$ cat src/rtl/riscv_pkg.sv
// Shared RV32I pipeline definitions: widths, reset PC, canonical NOP and the IF/ID record.
package riscv_pkg;

  localparam int unsigned XLEN = 32;
  localparam logic [XLEN-1:0] RESET_PC = 32'h0000_0000;
  localparam logic [31:0] NOP_INSTR = 32'h0000_0013;

  typedef struct packed {
    logic            valid;
    logic [31:0]     instr;
    logic [XLEN-1:0] pc;
    logic [XLEN-1:0] pc_plus4;
  } if_id_t;

endpackage

$ cat src/rtl/next_pc_sel.sv
// Next-PC selection for fetch: stall hold, redirect to branch/jal/jalr target, or sequential.
module next_pc_sel #(
  parameter int unsigned XLEN = 32
) (
  input  logic [XLEN-1:0] pc,
  input  logic [XLEN-1:0] id_pc,
  input  logic            id_valid,
  input  logic            stall,
  input  logic            pcsrc,
  input  logic            jalre,
  input  logic [XLEN-1:0] immext,
  input  logic [XLEN-1:0] alu_result,
  output logic [XLEN-1:0] next_pc,
  output logic            flush,
  output logic            misalign
);

  logic [XLEN-1:0] target;

  always_comb begin
    target   = jalre ? alu_result : (id_pc + immext);
    // A bubble in decode carries no decision, so it must never redirect.
    flush    = pcsrc & id_valid & ~stall;
    misalign = flush & target[1];
    if (stall) begin
      next_pc = pc;
    end else if (flush) begin
      next_pc = target & ~XLEN'(3);
    end else begin
      next_pc = pc + XLEN'(4);
    end
  end

endmodule

$ cat src/rtl/fetch_stage.sv
// Instruction-fetch stage: PC register, IF/ID pipeline register and delivered-instruction counter.
module fetch_stage
  import riscv_pkg::*;
#(
  parameter int unsigned     XLEN     = riscv_pkg::XLEN,
  parameter logic [XLEN-1:0] RESET_PC = riscv_pkg::RESET_PC
) (
  input  logic            clk,
  input  logic            rst,
  output logic [XLEN-1:0] imem_addr,
  input  logic [31:0]     imem_rdata,
  input  logic            stall,
  input  logic            pcsrc,
  input  logic            jalre,
  input  logic [XLEN-1:0] immext,
  input  logic [XLEN-1:0] alu_result,
  output logic            id_valid,
  output logic [31:0]     id_instr,
  output logic [XLEN-1:0] id_pc,
  output logic [XLEN-1:0] id_pc_plus4,
  output logic            misalign_err,
  output logic [31:0]     fetch_count
);

  logic [XLEN-1:0] pc_q;
  logic [XLEN-1:0] next_pc;
  logic            flush;
  logic            misalign;

  next_pc_sel #(
    .XLEN(XLEN)
  ) u_next_pc_sel (
    .pc        (pc_q),
    .id_pc     (id_pc),
    .id_valid  (id_valid),
    .stall     (stall),
    .pcsrc     (pcsrc),
    .jalre     (jalre),
    .immext    (immext),
    .alu_result(alu_result),
    .next_pc   (next_pc),
    .flush     (flush),
    .misalign  (misalign)
  );

  always_ff @(posedge clk) begin
    if (rst) begin
      pc_q         <= RESET_PC;
      id_valid     <= 1'b0;
      id_instr     <= NOP_INSTR;
      id_pc        <= '0;
      id_pc_plus4  <= XLEN'(4);
      misalign_err <= 1'b0;
      fetch_count  <= '0;
    end else begin
      pc_q         <= next_pc;
      misalign_err <= misalign;
      if (!stall) begin
        if (flush) begin
          // Squash the wrong-path word; id_pc/id_pc_plus4 keep their last values.
          id_valid <= 1'b0;
          id_instr <= NOP_INSTR;
        end else begin
          id_valid    <= 1'b1;
          id_instr    <= imem_rdata;
          id_pc       <= pc_q;
          id_pc_plus4 <= pc_q + XLEN'(4);
          fetch_count <= fetch_count + 32'd1;
        end
      end
    end
  end

  assign imem_addr = pc_q;

endmodule

$ cat config.mk
export PLATFORM = sky130hd
export DESIGN_NAME = fetch_stage
export DESIGN_NICKNAME = d
export VERILOG_FILES = /design/src/rtl/riscv_pkg.sv /design/src/rtl/next_pc_sel.sv /design/src/rtl/fetch_stage.sv
export SDC_FILE = /design/constraint.sdc
export NUM_CORES = 1
export LEC_CHECK = 0
export CORE_ASPECT_RATIO = 0.75
export CORE_UTILIZATION = 25
export CTS_CLUSTER_SIZE = 12
export DETAILED_ROUTE_END_ITERATION = 12
export GPL_TIMING_DRIVEN = 1
export PLACE_DENSITY_LB_ADDON = 0.08
export SLEW_MARGIN = 10
export SYNTH_ARGS = -nofsm -noshare
export SYNTH_HDL_FRONTEND = slang
export SYNTH_SLANG_ARGS = --single-unit
$ cat constraint.sdc
create_clock -name clk -period 3.3 [get_ports clk]
set_clock_uncertainty 0.15 [all_clocks]
set_input_delay 0.495 -clock clk [delete_from_list [all_inputs] [get_ports clk]]
set_output_delay 0.495 -clock clk [all_outputs]
set_load 0.01 [all_outputs]
==> results_dict.tcl, run 1 <==
set metrics [dict create \
    yosys_most_used_dff "dfxtp_1" \
    status "finished, final reports clean" \
    syn_area_um2 8580 \
    finalWirelength_um 33100 \
    drc 0 \
    pre_cts_ws_ns -0.0924 \
    power_density_nw_per_um2 396 \
    path_max_fanout 5 \
    gr-total-overflow 0 \
    worstSkewPairLatency_ns 0.45 \
    tightest_slew_ns 1.05 \
    cts_tree "yes" \
    final_common_cell "clkdlybuf4s50_1" \
    num-fill-cells 3551 \
    dr.pass1.iters 7 \
    p_total_uw 4910 \
    syn-instance-count 1095 \
    grt_pass1_wl_um 50600 \
    p_leak_uw 0.00462 \
    cp-end-kind "register" \
    start_kind "primary input" \
    ys_seq_area_share_pct 36.4 \
    row_count 58 \
    async_reset_ff_share_pct 0 \
    reg2reg_slack_ns 0.48 \
    synth_top_area_cell "dfxtp_1" \
    wl_per_cell_um 18.3 \
    met2_wirelength_um 13400 \
    arrival_ns 3.19 \
    via_count 8748 \
    fin_area_um2 12400 \
    htreeDepth 4 \
    fin_ws_ns 0.348 \
    die_area_um2 35100 \
    clk_path_buf_depth 2 \
    area_delta_synth_final_pct 44.5 \
    met3_length_um 1740 \
    synth_top_area_share_pct 36.4 \
    drv_cap 0 \
    fmax_ghz 0.339 \
    finalHoldViolCount 0 \
    final_cell_mix "clkdlybuf4s50_1, dfxtp_1, nor2_1" \
    dieWidth_um 216 \
    hold_class "register to register" \
    core-area_um2 33700 \
    cts_resized 0 \
    port_buffers 254 \
    register_area_um2 3120 \
    clkTransAtPathRegs_ns 0.08 \
    synth_seq_cells 156 \
    slew_headroom_pct 29.7 \
    antenna_found_initial 0 \
    gp_congestion 0.818 \
    initialDrtViolationCount 615 \
    synth.distinct_cells 70 \
    setup-violations-final 0 \
    syn_area_per_cell_um2 7.83 \
    synth_edf_count 0 \
    hold_buffers 0 \
    grt_pass1_vias 8213 \
    holdWs_ns 0.321 \
    peakVddDrop_mv 0.268 \
    hpwlAfterDp_um 24500 \
    fin_crit_sh_pct 89.5 \
    multi_input_area_um2 5070 \
    diodes 0 \
    layout-drive-gt1-share_pct 7.65 \
    placed_area_um2 11800 \
    cts-root-buf "clkbuf_16" \
    post-cts-setup-buffer-count 0 \
    setup.worst_path.class "primary input to register" \
    cts.sinks 156 \
    initial_core_util_pct 25.5 \
    finalMaxSlewViolations 0 \
    yosys_warnings 0 \
    ant_nets 0 \
    synth_area_leaders "dfxtp_1, a21oi_1, nor2_1" \
    rsz0062_at_grt "false" \
    nNetsFinal 1479 \
    die_y_um 162 \
    cts_made_buffers 17 \
    grt.total_usage_pct 18.9 \
    top_layer "met4" \
    cp.required_ns 3.53 \
    fin_crit_ns 2.95 \
    viasPerCell 4.83 \
    grt_start_max_net_pins 94 \
    wl_met1_um 17400 \
    setup-tns-final_ns 0 \
    ios 263 \
]
==> metrics by stage <==
stage	cells	util [%]
floorplan	1100	-
detailed placement	1778	35.0
finish	1810	36.8
global placement	1778	35.0
global route	1810	36.8
CTS	1810	36.8
==> final timing paths <==
kind                               startpoint                     endpoint  depth (start not counted)
setup reg to reg        id_pc[3]$_SDFFE_PP0P_   imem_addr[31]$_SDFFE_PP0N_                         10
setup / recovery                    immext[3]   imem_addr[31]$_SDFFE_PP0N_                         11
hold reg to reg   id_pc_plus4[3]$_SDFFE_PP0P_  id_pc_plus4[3]$_SDFFE_PP0P_                          2
hold / removal    id_pc_plus4[3]$_SDFFE_PP0P_  id_pc_plus4[3]$_SDFFE_PP0P_                          2
==> report_power, final <==
group | internal [µW] | switching (µW) | leakage (µW)
logic | 402 | 431 | 0.00306
registers | 1960 | 57.3 | 0.00127
clock network | 1080 | 979 | 0.000286
total | 3440 | 1470 | 0.00462
==> cells by family (layout without fill, tap and decap cells) <==
group	after synthesis	in the layout	synth area share [%]
other	1	6	0.0437
buffers and inverters	98	358	4.76
adder cells (fa/ha/maj)	31	31	4.52
flip-flops	156	156	36.4
AND/OR/NAND/NOR	433	433	24.2
multiplexers	3	3	0.365
XOR/XNOR	78	78	7.97
AO/OA/AOI/OAI	295	295	21.8
==> final cells by class <==
class / instances / share of cell area (%)
clock buffers: 17 / 3.43
clock inverters: 15 / 1.31
inverters: 16 / 0.485
multi-input cells: 846 / 41.0
flip-flops and latches: 156 / 25.2
well taps: 450 / 4.55
repair buffers: 310 / 24.1
==> synthesized netlist by cell type, types with 5 or more instances <==
master / instances
nand2_1: 129
buf_1: 7
nor3_1: 16
ha_1: 31
o22ai_1: 10
o21bai_1: 5
buf_2: 7
o21a_1: 8
nand3_1: 37
nor2_1: 138
clkbuf_1: 60
dfxtp_1: 156
and4_1: 8
inv_1: 14
and3_1: 49
nand4_1: 18
and2_1: 9
a21oi_1: 118
o211ai_1: 5
xnor2_1: 36
o21ai_0: 34
o221ai_1: 6
a31oi_1: 9
or3_1: 5
a211oi_1: 38
xor2_1: 42
o31ai_1: 6
buf_4: 6
a21o_1: 10
o21ai_1: 8
==> layer usage <==
layer	GRT usage (%)	vias up
li1	-	4403
met1	28.2	4110
met2	26.2	204
met3	4.44	31
met4	6.29	0
met5	0	-
==> flip-flops by register name (all words and copies together), names as in the netlist <==
signal and flops:
fetch_count 32, id_instr 32, id_pc 30, id_pc_plus4 30, id_valid 1, imem_addr 30, misalign_err 1
==> worst max-delay path, stage by stage <==
cell,delay [ns]
clkdlybuf4s50_1,0.41
ha_1,0.31
a21oi_1,0.27
buf_4,0.17
o211a_1,0.25
o22a_1,0.29
a21oi_2,0.12
a2111oi_0,0.49
buf_4,0.20
o41ai_1,0.07
o21ai_1,0.11
Note: power is estimated with default switching activity, not from simulation.
==> inputs of run 2 (changes only) <==
--- a/config.mk
+++ b/config.mk
@@ -6,7 +6,7 @@
 export NUM_CORES = 1
 export LEC_CHECK = 0
 export CORE_ASPECT_RATIO = 0.75
-export CORE_UTILIZATION = 25
+export CORE_UTILIZATION = 32
 export CTS_CLUSTER_SIZE = 12
 export DETAILED_ROUTE_END_ITERATION = 12
 export GPL_TIMING_DRIVEN = 1
==> results_dict.tcl, run 2 (synthesis results as in run 1) <==
set metrics [dict create \
    drc 0 \
    setup-violations-final 0 \
    final_common_cell "clkdlybuf4s50_1" \
    cpMaxStageDelayCell "clkdlybuf4s50_1" \
    met2_wirelength_um 12200 \
    met3_length_um 2100 \
    via_count 8670 \
    crit_start "immext[3]" \
    initialDrtViolationCount 709 \
    setup.worst_path.class "primary input to register" \
    dr.pass1.iters 5 \
    gr-total-overflow 0 \
    grt_pass1_vias 7780 \
    cts_resized 0 \
    fin_crit_sh_pct 86.0 \
    hold_class "register to register" \
    cp.required_ns 3.47 \
    finalMaxSlewViolations 0 \
    wl_met1_um 15900 \
    slowest_delay_ns 0.41 \
    setup-tns-final_ns 0 \
    crit_chain "clkdlybuf4s50_1, ha_1, a21oi_1, o211a_1, o22a_1, nor3b_1, buf_4, o31ai_1, o41ai_1, o21ai_1" \
    clk_path_buf_depth 2 \
    path_max_fanout 4 \
    viasPerCell 5.12 \
    core-area_um2 26200 \
    fin_crit_ns 2.84 \
    clkTransAtPathRegs_ns 0.07 \
    holdWs_ns 0.311 \
    ant_nets 0 \
    final_cell_mix "clkdlybuf4s50_1, dfxtp_1, nor2_1" \
    hold_path_startpoint "id_pc_plus4[3]$_SDFFE_PP0P_" \
    initial_core_util_pct 32.8 \
    slew_headroom_pct 51.9 \
    finalWirelength_um 30500 \
    start_kind "primary input" \
    hpwlAfterDp_um 22200 \
    area_delta_synth_final_pct 42.6 \
    peakVddDrop_mv 0.359 \
    worstSkewPairLatency_ns 0.43 \
    fmax_ghz 0.353 \
    dieWidth_um 191 \
    cts.sinks 156 \
    cp-end-kind "register" \
    post-cts-setup-buffer-count 0 \
    layout-drive-gt1-share_pct 7.03 \
    diodes 0 \
    arrival_ns 3.01 \
    grt_pass1_wl_um 46400 \
    grt.total_usage_pct 22.1 \
    antenna_found_initial 0 \
    tightest_slew_ns 0.721 \
    htreeDepth 4 \
    top_layer "met4" \
    ios 263 \
    row_count 51 \
    drv_cap 0 \
    cts-root-buf "clkbuf_16" \
    cts_made_buffers 17 \
    nNetsFinal 1470 \
    grt_start_max_net_pins 140 \
    critical_path.top_delay_family "compound AO/OA/AOI/OAI gates" \
    p_leak_uw 0.00459 \
    port_buffers 254 \
    critPathBufInv 2 \
    timing.rr.start "id_pc[3]$_SDFFE_PP0P_" \
    wl_per_cell_um 18.0 \
    finalHoldViolCount 0 \
    die_area_um2 27500 \
    reg_top3 "fetch_count x32, id_instr x32" \
    hold_buffers 0 \
    status "finished, final reports clean" \
    post-route-util_pct 46.8 \
    power_density_nw_per_um2 407 \
    p_total_uw 4980 \
    gp_congestion 0.880 \
    rsz0062_at_grt "false" \
    die_y_um 144 \
    cts_tree "yes" \
]
-- run 2: changes by cell type in the layout (fill, tap and decap cells not counted) --
cell / before / now
clkinv_8: 0 / 1
inv_8: 5 / 2
clkinv_4: 0 / 4
clkinvlp_4: 2 / 1
buf_4: 55 / 46
bufinv_16: 1 / 3
inv_6: 7 / 4
-- run 2: final timing paths --
path                                      end  cells past startpoint  slack [ns]
hold / removal    id_pc_plus4[3]$_SDFFE_PP0P_                      2        0.31
setup / recovery   imem_addr[31]$_SDFFE_PP0N_                     10        0.46
hold reg to reg   id_pc_plus4[3]$_SDFFE_PP0P_                      2        0.31
setup reg to reg   imem_addr[31]$_SDFFE_PP0N_                      9        0.64
-- run 2: per-stage QoR --
stage	instance area (µm²)	instances	setup WS, ns
finish	12200	1695	0.463
global route	12200	1695	0.343
CTS	12200	1695	0.499
detailed placement	11600	1663	0.0528
global placement	11600	1663	0.0644
floorplan	8590	1100	0.678
-- run 2: worst min-delay path, delay by kind of cell (launching register included) --
| kind | cells | cell delay (ns) |
|---|---|---|
| simple gates | 1 | 0.05 |
| compound gates | 1 | 0.05 |
| flops | 1 | 0.31 |
-- run 2: layout make-up --
cell class / instances / area [µm²]
Timing Repair Buffer: 301 / 2910
Multi-Input combinational cell: 846 / 5070
Clock inverter: 15 / 206
Tap cell: 344 / 430
Fill cell: 2627 / 13900
Inverter: 16 / 60.1
Sequential cell: 156 / 3120
Clock buffer: 17 / 425
-- run 2: power breakdown --
part	switching, µW	internal (µW)	leakage [µW]	total (µW)
sequential	62.4	1960	0.00127	2020
combinational	415	395	0.00302	811
clock	923	1220	0.000306	2150
-- run 2: routing by layer --
| metal | GRT usage, % | vias to the layer above |
|---|---|---|
| met5 | 0 | - |
| met3 | 4.86 | 20 |
| met2 | 29.6 | 293 |
| met1 | 34.5 | 3961 |
| li1 | - | 4396 |
| met4 | 5.01 | 0 |
==> inputs of run 3 (changes only) <==
--- a/config.mk
+++ b/config.mk
@@ -6,6 +6,7 @@
 export NUM_CORES = 1
 export LEC_CHECK = 0
 export CORE_ASPECT_RATIO = 0.75
+export CORE_MARGIN = 2
 export CORE_UTILIZATION = 32
 export CTS_CLUSTER_SIZE = 12
 export DETAILED_ROUTE_END_ITERATION = 12
==> results_dict.tcl, run 3 (synthesis results as in run 1) <==
set metrics [dict create \
    status "finished, final reports clean" \
    post-route-util_pct 46.4 \
    grt_use_met3_pct 5.69 \
    slowest_delay_ns 0.46 \
    gr-usage-met1_pct 34.3 \
    area_delta_synth_final_pct 41.6 \
    ant_nets 0 \
    cp-end-kind "register" \
    use_met2_pct 29.0 \
    setup-tns-final_ns 0 \
    htreeDepth 4 \
    fin_ws_ns 0.463 \
    setup-violations-final 0 \
    initialDrtViolationCount 706 \
    power_density_nw_per_um2 402 \
    reg2reg_depth 8 \
    ios 263 \
    reg_top3 "fetch_count x32, id_instr x32" \
    clk_path_buf_depth 2 \
    dieWidth_um 193 \
    antenna_found_initial 0 \
    fmax_ghz 0.352 \
    fin_crit_ns 2.84 \
    post-cts-setup-buffer-count 0 \
    arrival_ns 3.07 \
    reg2reg_slack_ns 0.61 \
    switching_share_pct 28.4 \
    rsz0062_at_grt "false" \
    num-fill-cells 2594 \
    hold_class "register to register" \
    finalMaxSlewViolations 0 \
    drc 0 \
    gp_congestion 0.877 \
    wl_per_cell_um 18.3 \
    finalWirelength_um 30800 \
    grt_busiest_layer "met1" \
    die_y_um 146 \
    final_cell_mix "clkdlybuf4s50_1, dfxtp_1, nor2_1" \
    setup.worst_path.class "primary input to register" \
    diodes 0 \
    critical_path.top_delay_family "compound AO/OA/AOI/OAI gates" \
    p_leak_uw 0.00453 \
    cts_tree "yes" \
    cts_resized 0 \
    via_count 8696 \
    grt_start_max_net_pins 140 \
    nNetsFinal 1463 \
    port_buffers 254 \
    p_int_uw 3500 \
    dr.pass1.iters 6 \
    core-area_um2 26200 \
    critPathBufInv 1 \
    layout-drive-gt1-share_pct 6.55 \
    cts.sinks 156 \
    holdPathStages 2 \
    clkTransAtPathRegs_ns 0.07 \
    crit_chain "clkdlybuf4s50_1, ha_1, a21oi_1, o211a_1, o22a_1, a211oi_1, o21ai_0, mux2_1, nand3_1" \
    final_common_cell "clkdlybuf4s50_1" \
    path_depth 9 \
    worstSkewPairLatency_ns 0.43 \
    cts_made_buffers 17 \
    row_count 51 \
    fin_crit_sh_pct 86.0 \
    gr-total-overflow 0 \
    slew_headroom_pct 51.1 \
    initial_core_util_pct 32.8 \
    p_sw_uw 1390 \
    hpwlAfterDp_um 22500 \
    grt_pass1_vias 7986 \
    viasPerCell 5.15 \
    die_area_um2 28100 \
    combPwrFrac_pct 16.5 \
    drv_cap 0 \
    grt_pass1_wl_um 47600 \
    hold_buffers 0 \
    cts-root-buf "clkbuf_16" \
    grt.total_usage_pct 21.9 \
    tightest_slew_ns 0.733 \
    finalHoldViolCount 0 \
    cp.required_ns 3.53 \
    start_kind "primary input" \
    clkPwrFrac_pct 42.1 \
    path_max_fanout 4 \
    peakVddDrop_mv 0.362 \
    pwr-share-seq_pct 41.4 \
    pre_cts_ws_ns 0.0972 \
    cpMaxStageDelayCell "clkdlybuf4s50_1" \
]
run 3: cell types whose count changed in the layout (fill, tap and decap cells not counted), sizes merged:
cell / delta
buf: -7
bufinv: -1
clkbuf: +1
clkinv: -3
clkinvlp: +3
run 3: per-stage QoR:
| step | cell area [µm²] | total power [µW] | hold WS, ns | instances |
|---|---|---|---|---|
| after floorplan | 8590 | 2450 | 0.331 | 1100 |
| after CTS | 12100 | 4940 | 0.326 | 1688 |
| after detailed placement | 11500 | 2870 | 0.316 | 1656 |
| final | 12100 | 4880 | 0.324 | 1688 |
| after global routing | 12100 | 5100 | 0.349 | 1688 |
| after global placement | 11500 | 2860 | 0.299 | 1656 |
run 3: worst paths after layout:
check                                     end                         from
setup / recovery   imem_addr[24]$_SDFFE_PP0N_                    immext[2]
hold / removal    id_pc_plus4[3]$_SDFFE_PP0P_  id_pc_plus4[3]$_SDFFE_PP0P_
setup reg to reg   imem_addr[24]$_SDFFE_PP0N_        id_pc[2]$_SDFFE_PP0P_
hold reg to reg   id_pc_plus4[3]$_SDFFE_PP0P_  id_pc_plus4[3]$_SDFFE_PP0P_
run 3: power groups by stage:
| stage | combinational [µW] | clock [µW] | sequential [µW] |
|---|---|---|---|
| final | 806 | 2060 | 2020 |
| after global routing | 881 | 2180 | 2030 |
| after CTS | 808 | 2120 | 2020 |
| after detailed placement | 804 | 0 | 2060 |
| after global placement | 804 | 0 | 2060 |
| after floorplan | 364 | 0 | 2080 |
run 3: routing by layer:
layer | part of all wire (%) | vias up
li1 | - | 4379
met1 | 52 | 4018
met2 | 39 | 280
met3 | 7.6 | 19
met4 | 1.1 | 0
met5 | 0 | -
run 3: final cells by class:
type	count	area, µm²	share of cell area [%]
well taps	344	430	3.54
inverters	16	60.1	0.494
multi-input cells	846	5070	41.8
clock buffers	18	439	3.62
flip-flops and latches	156	3120	25.7
clock inverters	14	159	1.31
repair buffers	294	2860	23.5
run 3: tightest hold or removal path: stages, from the launching register on:
cell,delay [ns]
dfxtp_1,0.31
nand2_1,0.05
a21oi_1,0.06
